### src/rtl/instruction_fetch_queue.sv
// Fetch stage: sequences instruction-memory requests and buffers fetched {pc, instr}
// pairs for decode. Branch redirects flush the buffer and drop any stale in-flight response.
module instruction_fetch_queue #(
    parameter int          DEPTH    = 4,
    parameter logic [63:0] RESET_PC = 64'd0
) (
    input  logic                    clk,
    input  logic                    reset,
    output logic                    imem_req,
    output logic [63:0]             imem_addr,
    input  logic                    imem_ack,
    input  logic [31:0]             imem_rdata,
    input  logic                    redirect,
    input  logic [63:0]             redirect_pc,
    output logic                    inst_valid,
    input  logic                    inst_ready,
    output logic [31:0]             inst_out,
    output logic [63:0]             inst_pc,
    output logic [$clog2(DEPTH):0]  count
);

    localparam int AW = $clog2(DEPTH);
    localparam int CW = AW + 1;
    localparam logic [CW-1:0] FULL = CW'(DEPTH);

    typedef enum logic [1:0] {
        IDLE,
        WAIT,
        DROP
    } state_t;

    state_t        state;
    logic [63:0]   fpc;
    logic [63:0]   req_addr;
    logic [AW-1:0] rd_ptr;
    logic [AW-1:0] wr_ptr;
    logic [63:0]   pc_mem    [DEPTH];
    logic [31:0]   instr_mem [DEPTH];
    logic          pop;
    logic          push;
    logic [CW-1:0] count_next;

    assign inst_valid = (count != '0);
    assign pop        = inst_valid & inst_ready & ~redirect;
    assign push       = (state == WAIT) & imem_ack & ~redirect;
    assign count_next = count + CW'(push) - CW'(pop);

    assign imem_req  = (state != IDLE);
    assign imem_addr = req_addr;
    assign inst_out  = instr_mem[rd_ptr];
    assign inst_pc   = pc_mem[rd_ptr];

    // A request is only issued or kept while a buffer slot is reserved for it,
    // so a push can never land on a full buffer.
    always_ff @(posedge clk or posedge reset) begin
        if (reset) begin
            state    <= IDLE;
            fpc      <= RESET_PC;
            req_addr <= RESET_PC;
            rd_ptr   <= '0;
            wr_ptr   <= '0;
            count    <= '0;
        end else if (redirect) begin
            count  <= '0;
            rd_ptr <= '0;
            wr_ptr <= '0;
            fpc    <= {redirect_pc[63:2], 2'b00};
            case (state)
                WAIT:    state <= imem_ack ? IDLE : DROP;
                DROP:    state <= imem_ack ? IDLE : DROP;
                default: state <= IDLE;
            endcase
        end else begin
            count <= count_next;
            if (pop) begin
                rd_ptr <= rd_ptr + AW'(1);
            end
            if (push) begin
                wr_ptr <= wr_ptr + AW'(1);
            end
            case (state)
                IDLE: begin
                    if (count < FULL) begin
                        req_addr <= fpc;
                        state    <= WAIT;
                    end
                end
                WAIT: begin
                    if (imem_ack) begin
                        fpc <= req_addr + 64'd4;
                        if (count_next < FULL) begin
                            req_addr <= req_addr + 64'd4;
                        end else begin
                            state <= IDLE;
                        end
                    end
                end
                DROP: begin
                    if (imem_ack) begin
                        state <= IDLE;
                    end
                end
                default: state <= IDLE;
            endcase
        end
    end

    // Entry storage needs no reset: count gates visibility of every slot.
    always_ff @(posedge clk) begin
        if (push) begin
            pc_mem[wr_ptr]    <= req_addr;
            instr_mem[wr_ptr] <= imem_rdata;
        end
    end

endmodule

### config.mk
export PLATFORM = sky130hd
export DESIGN_NAME = instruction_fetch_queue
export DESIGN_NICKNAME = d
export VERILOG_FILES = /design/src/rtl/instruction_fetch_queue.sv
export SDC_FILE = /design/constraint.sdc
export NUM_CORES = 1
export LEC_CHECK = 0
export CORE_ASPECT_RATIO = 1.5
export CORE_UTILIZATION = 40
export DETAILED_ROUTE_END_ITERATION = 8
export GPL_TIMING_DRIVEN = 1
export HOLD_SLACK_MARGIN = 0.15
export RECOVER_POWER = 25
export SYNTH_ARGS = -nofsm -noshare
export SYNTH_HDL_FRONTEND = slang
export SYNTH_SLANG_ARGS = --single-unit
### constraint.sdc
create_clock -name clk -period 5.7 [get_ports clk]
set_input_delay 0.855 -clock clk [delete_from_list [all_inputs] [get_ports clk]]
set_output_delay 0.855 -clock clk [all_outputs]
set_load 0.05 [all_outputs]
# Word-level counts from Yosys, hierarchy flattened
# Memory sizes are Yosys's and may differ from the RTL's.
# Index checks and enable logic that the tools add are counted.
dict set report op_classes {
  add_sub_neg 5
  reduce_logical 12
  n_bitwise 5
  mux 22
  order_cmp 2
  n_eq_ne 9
}
# op count
set op_table {}
lappend op_table {{64-bit two-way mux} 6}
lappend op_table {{64-bit case mux with 2 select lines} 1}
lappend op_table {{64-bit by 3-bit adder with 64-bit output, second input constant} 1}
lappend op_table {{2-bit two-way mux} 11}
lappend op_table {{3-bit != test, second input constant} 4}
lappend op_table {{2-bit nonzero test} 6}
lappend op_table {{3-bit less-than comparator, second input constant} 2}
lappend op_table {{2-bit case mux with 3 select lines} 1}
lappend op_table {{5-bit AND reduction} 1}
lappend op_table {{2-bit by 1-bit adder with 2-bit output, second input constant} 2}
lappend op_table {{1-bit bitwise AND} 4}
lappend op_table {{2-bit != test, second input constant} 2}
lappend op_table {{4-bit AND reduction} 1}
lappend op_table {{3-bit by 1-bit adder with 3-bit output} 1}
lappend op_table {{3-bit two-way mux} 1}
lappend op_table {{3-bit nonzero test} 1}
lappend op_table {{3-bit by 1-bit subtractor with 3-bit output} 1}
lappend op_table {{2-bit by 1-bit == test with 1-bit output, second input constant} 1}
lappend op_table {{2-bit == test, second input constant} 1}
lappend op_table {{2-bit logical NOT} 1}
lappend op_table {{1-bit two-way mux} 2}
lappend op_table {{2-bit by 1-bit != test with 1-bit output, second input constant} 1}
lappend op_table {{2-bit AND reduction} 1}
lappend op_table {{2-bit OR reduction} 1}
lappend op_table {{1-bit NOT} 1}
dict set report word_totals {
  output_inout_bits 165
  inputBits 101
  mem_count 2
  ramBits 384
  wordCells 63
  reg_bits 137
}
# memory words width rd rd_ports_with_merged_regs write_ports line_no
set memory_table {}
lappend memory_table {pc_mem 4 64 1 0 1 37} ;# logic [63:0] pc_mem [DEPTH];
lappend memory_table {instr_mem 4 32 1 0 1 38} ;# logic [31:0] instr_mem [DEPTH];

# Longest topological paths before layout
dict set report depth {
  word_depth 10
  ltp_mapped 18
  ltp_nobuf 16
}

# Worst setup path before layout
# No wires, ideal clock.
dict set report synth_timing {
  kind {input to register}
  from {input port redirect}
  to {register req_addr[11], in the netlist imem_addr[11]}
  n_path_buf 6
  setup_time_ns 0.135
  required_ns 5.565
  arrival_time_ns 3.961
  path_stages 15
  setup_slack_ns 1.603
  cell_sequence {clkbuf_1 buf_6 clkbuf_1 buf_1 nor2_1 ha_1 inv_1 ha_1 inv_1 fa_1 xnor3_1 a41oi_1 clkbuf_1 clkbuf_1 o21ai_0}
}
dict set report synth_between {
  elab_chain_len 7
  elab_cells_between_ends 8
  classes_between {2 x add/sub; 1 x order compare; 1 x eq/ne; 3 x bitwise; 1 x reduce/logical}
}
# element line_no
set synth_lines {}
lappend synth_lines {{start, declared} 13} ;# input logic redirect,
lappend synth_lines {{1-bit NOT (no source line) *} -}
lappend synth_lines {{1-bit bitwise AND} 45} ;# assign push = (state == WAIT) & imem_ack & ~redirect;
lappend synth_lines {{3-bit by 1-bit adder with 3-bit output} 46} ;# assign count_next = count + CW'(push) - CW'(pop);
lappend synth_lines {{3-bit by 1-bit subtractor with 3-bit output} 46}
lappend synth_lines {{3-bit less-than comparator} 91} ;# if (count_next < FULL) begin
lappend synth_lines {{2-bit by 1-bit != test with 1-bit output (no source line)} -}
lappend synth_lines {{5-bit AND reduction (no source line) *} -}
lappend synth_lines {{end signal, assigned} 84} ;# req_addr <= fpc;
lappend synth_lines {{end signal, assigned} 92} ;# req_addr <= req_addr + 64'd4;
lappend synth_lines {{end, declared} 34} ;# logic [63:0] req_addr;
# Mark *: on every way between the ends. The rest lies on a longest branch, timed or not.
# A chain may end at the register's enable or synchronous reset.

# Final worst setup path
dict set report layout_timing {
  from {register state[1]}
  to {register req_addr[21], in the netlist imem_addr[21]}
}
dict set report layout_between {
  elab_chain_len 8
  elab_cells_between_ends 13
  classes_between {2 x add/sub; 1 x order compare; 4 x eq/ne; 1 x mux; 2 x bitwise; 3 x reduce/logical}
}
# element line_no
set layout_lines {}
lappend layout_lines {{start, declared} 32} ;# state_t state;
lappend layout_lines {{start signal, assigned} 69} ;# WAIT: state <= imem_ack ? IDLE : DROP;
lappend layout_lines {{start signal, assigned} 70} ;# DROP: state <= imem_ack ? IDLE : DROP;
lappend layout_lines {{2-bit by 1-bit == test with 1-bit output} {45, 81}}
lappend layout_lines {{1-bit bitwise AND (2 in a row)} 45}
lappend layout_lines {{3-bit by 1-bit adder with 3-bit output} 46}
lappend layout_lines {{3-bit by 1-bit subtractor with 3-bit output} 46}
lappend layout_lines {{3-bit less-than comparator} 91}
lappend layout_lines {{2-bit by 1-bit != test with 1-bit output (no source line)} -}
lappend layout_lines {{5-bit AND reduction (no source line)} -}
# Parallel ways exist; a longest one is shown, timed or not.

==> results.tsv <==
metric	value	unit
status	complete, no violations	
H-tree levels	2	
post-layout power	14.55	mW
Min-Delay Endpoint	imem_addr[1]$_DFFE_PP0P_	
Netlist Area Pre-Place	0.02215	mm²
Worst Path Required	6.15	ns
Antenna Violating Nets Remaining	0	
logic gate share of total power	37.2	%
largest fanout on the critical path	96	
fraction of layout cells with a size suffix above 1	12.64	%
Die ar.	0.05635	mm²
GP Congestion	0.7519	
Worst Setup Path Type	reg2reg	
leak pwr	9.030	nW
RR Startpoint	state[1]$_DFFE_PP0P_	
HP Start	fpc[1]$_DFFE_PP0P_	
Area Growth Syn to Fin	22.50	%
setup_tns	0	ns
final wirelength	56700	µm
Seq/Total Area, Yosys	67.52	%
fin cells	2462	
syn_area_per_cell	14.85	µm²
ys async rst share	26.30	%
DIE WIDTH	194.2	µm
Internal	8.806	mW
Inserted Clock Buffers	50	
Sequential Power Share	39.2	%
CTS Root Cell	clkbuf_16	
switching part of the total power	39.48	%
critical path data arrival time	4.92	ns
Post-synth EDFFs	384	
r2r setup slk	1.23	ns
max cap viols	0	
Period Utilization, post-route	78.49	%
distinct cell type count after synthesis	72	
Global Route Usage Sum	20.19	%
Worst Setup Start Kind	register	
critical path, cell by cell	inv_1 -> ha_4 -> nand2_1 -> nor2_1 -> inv_1 -> ha_1 -> inv_1 -> ha_1 -> inv_1 -> fa_1 -> xnor3_1 -> a41oi_4 -> buf_4 -> a21oi_1 -> a2bb2oi_1	
Slew headroom	24.77	%
Slowest Stage Delay on Critical Path	0.81	ns
crit path capture type	register	
Post-CTS Setup Inserts	0	
YS warnings	0	
cell family with most CP delay	adder cells	
unrepaired setup endpoints after global routing	no	
# hold bufs at CTS	0	
most common cell after layout, fill and taps aside	edfxtp_1	
IO Port Bufs	263	
Syn Nets	1604	
post_cts resized	0	
worst-skew pair later-pin latency	0.60	ns
first-pass GRT wire length	86640	µm
hold depth	1	
Final Hold Fails	0	
Initial DRC Count	853	
Die Height	290.2	µm
# IOs	266	
FMAX	0.2235	GHz
clk buf depth	3	
clock-pin transition on the worst setup and hold timing paths	0.06	ns
clk sinks	521	
GR Overflow Total	0	
top_reg_cell synth	edfxtp_1	
drc violations	0	
Vias/cell	5.588	
placed insts	2366	
Cell Rows	105	
commonest non-fill, non-tap cells in the layout	384 x edfxtp_1, 249 x clkdlybuf4s50_1, 153 x nand2_1	
worst path buffer plus inverter count	5	
initial antenna violation count	4	
VDD IR max	279.4	µV
Final setup viols	0	
Slew @ Worst Pin	1.119	ns
minimum clock period	4.474	ns
CP max stage cell	a41oi_4	
number of global-route vias before repair	14198	
maximum number of pins on one net before global-route repair	106	
worst hold path class	reg2reg	
R2R cell count	15	
most frequent cell on the critical path	inv_1	
TritonCTS clock tree	built	
Fill cells	4672	
register bit total from synthesis	521	
1st-pass router iterations	5	
DR WL/cell	23.03	µm
max-slew violations	0	
clock power share	23.6	%
pwr/cell area	536.2	mW/mm²
Synth Instances	1492	
Worst R2R End	imem_addr[21]$_DFFE_PP0P_	
Initial Utilization	40.54	%
via count	13757	
dpl hpwl	34740	µm
clk_skew	0.009722	ns
switching power	5.745	mW
core area	0.05465	mm²
Total Nets Final	1835	
[worst max-delay path by stage]
stage / from / endpoint / slack, ns / cells after the start
floorplan: reset / count[0]$_DFF_PP0_ / 1.18 / 1
global placement: imem_ack / imem_addr[12]$_DFFE_PP0P_ / 1.22 / 15
detailed placement: imem_ack / imem_addr[15]$_DFFE_PP0P_ / 1.14 / 15
CTS: state[1]$_DFFE_PP0P_ / imem_addr[21]$_DFFE_PP0P_ / 1.24 / 15
global route: state[1]$_DFFE_PP0P_ / imem_addr[21]$_DFFE_PP0P_ / 0.89 / 15
finish: state[1]$_DFFE_PP0P_ / imem_addr[21]$_DFFE_PP0P_ / 1.23 / 15
[registers in the layout (all words and copies together), names as in the netlist]
register / flops
pc_mem: 256
instr_mem: 128
fpc: 64
imem_addr: 64
count: 3
rd_ptr: 2
state: 2
wr_ptr: 2
[routing by layer]
layer	up-vias	share of wire, %	track usage, %	wire, µm
met5	-	0.023	0	13
met4	2	3.5	8.053	1998
met3	100	4.9	3.319	2793
met2	393	50	34.37	28390
met1	7032	41	25.69	23500
li1	6230	-	-	-
[logic make-up after synthesis]
kind of cell | after synthesis | synth area share, %
simple gates | 375 | 8.364
flops | 521 | 67.52
compound gates | 291 | 7.963
buf+inv | 119 | 2.394
fa+ha+maj | 11 | 0.6551
xor+xnor | 53 | 2.157
mux | 122 | 10.94
[Yosys cell counts, types with 12 or more instances]
library cell,instances,area (µm²)
edfxtp_1,384,11530
nand2_1,153,574.3
dfrtp_1,137,3428
a21oi_1,114,570.6
mux4_2,96,2162
clkbuf_1,70,262.8
o21ai_0,62,310.3
nor2_1,61,229.0
nand3_1,39,195.2
o22ai_1,36,225.2
xnor2_1,29,254.0
a2bb2oi_1,26,227.7
mux2i_1,24,240.2
xor2_1,23,201.4
nand4_1,21,131.4
nor3_1,20,100.1
o31ai_1,17,127.6
nor3b_1,16,120.1
buf_1,15,56.30
inv_1,12,45.04
[worst reg2reg max path: stages (launching register included)]
cell,delay [ns]
dfrtp_1,0.40
inv_1,0.12
ha_4,0.79
nand2_1,0.17
nor2_1,0.19
inv_1,0.08
ha_1,0.27
inv_1,0.06
ha_1,0.13
inv_1,0.05
fa_1,0.37
xnor3_1,0.29
a41oi_4,0.81
buf_4,0.36
a21oi_1,0.06
a2bb2oi_1,0.17
[power groups by stage]
stage,Combinational [mW],Sequential (mW),Clock (mW)
floorplan,3.24,6.11,0
global placement,5.38,5.74,0
detailed placement,5.44,5.80,0
CTS,5.46,5.72,3.54
global route,5.72,5.83,3.65
finish,5.41,5.71,3.43
[stage by stage]
stage / util, % / worst slack (ns) / hold WS, ns / instance area (µm²)
after global routing: 49.66 / 0.8903 / 0.5333 / 27140
after CTS: 49.65 / 1.238 / 0.5110 / 27130
after detailed placement: 46.58 / 1.143 / 0.4939 / 25450
after global placement: 46.58 / 1.216 / 0.4877 / 25450
after floorplan: - / 1.177 / 0.4716 / 22160
final: 49.66 / 1.226 / 0.5060 / 27140
[cell type report]
| class | instances | area (µm²) | share of cell area (%) |
|---|---|---|---|
| timing repair buffer | 286 | 2853 | 10.51 |
| multi-input combinational | 852 | 6715 | 24.74 |
| antenna | 3 | 7.507 | 0.02766 |
| inverter | 12 | 50.05 | 0.1844 |
| clock buffer | 68 | 1340 | 4.938 |
| sequential | 521 | 14970 | 55.15 |
| tap | 695 | 869.6 | 3.204 |
| clock inverter | 25 | 337.8 | 1.245 |
Note: power is estimated with default switching activity, not from simulation.
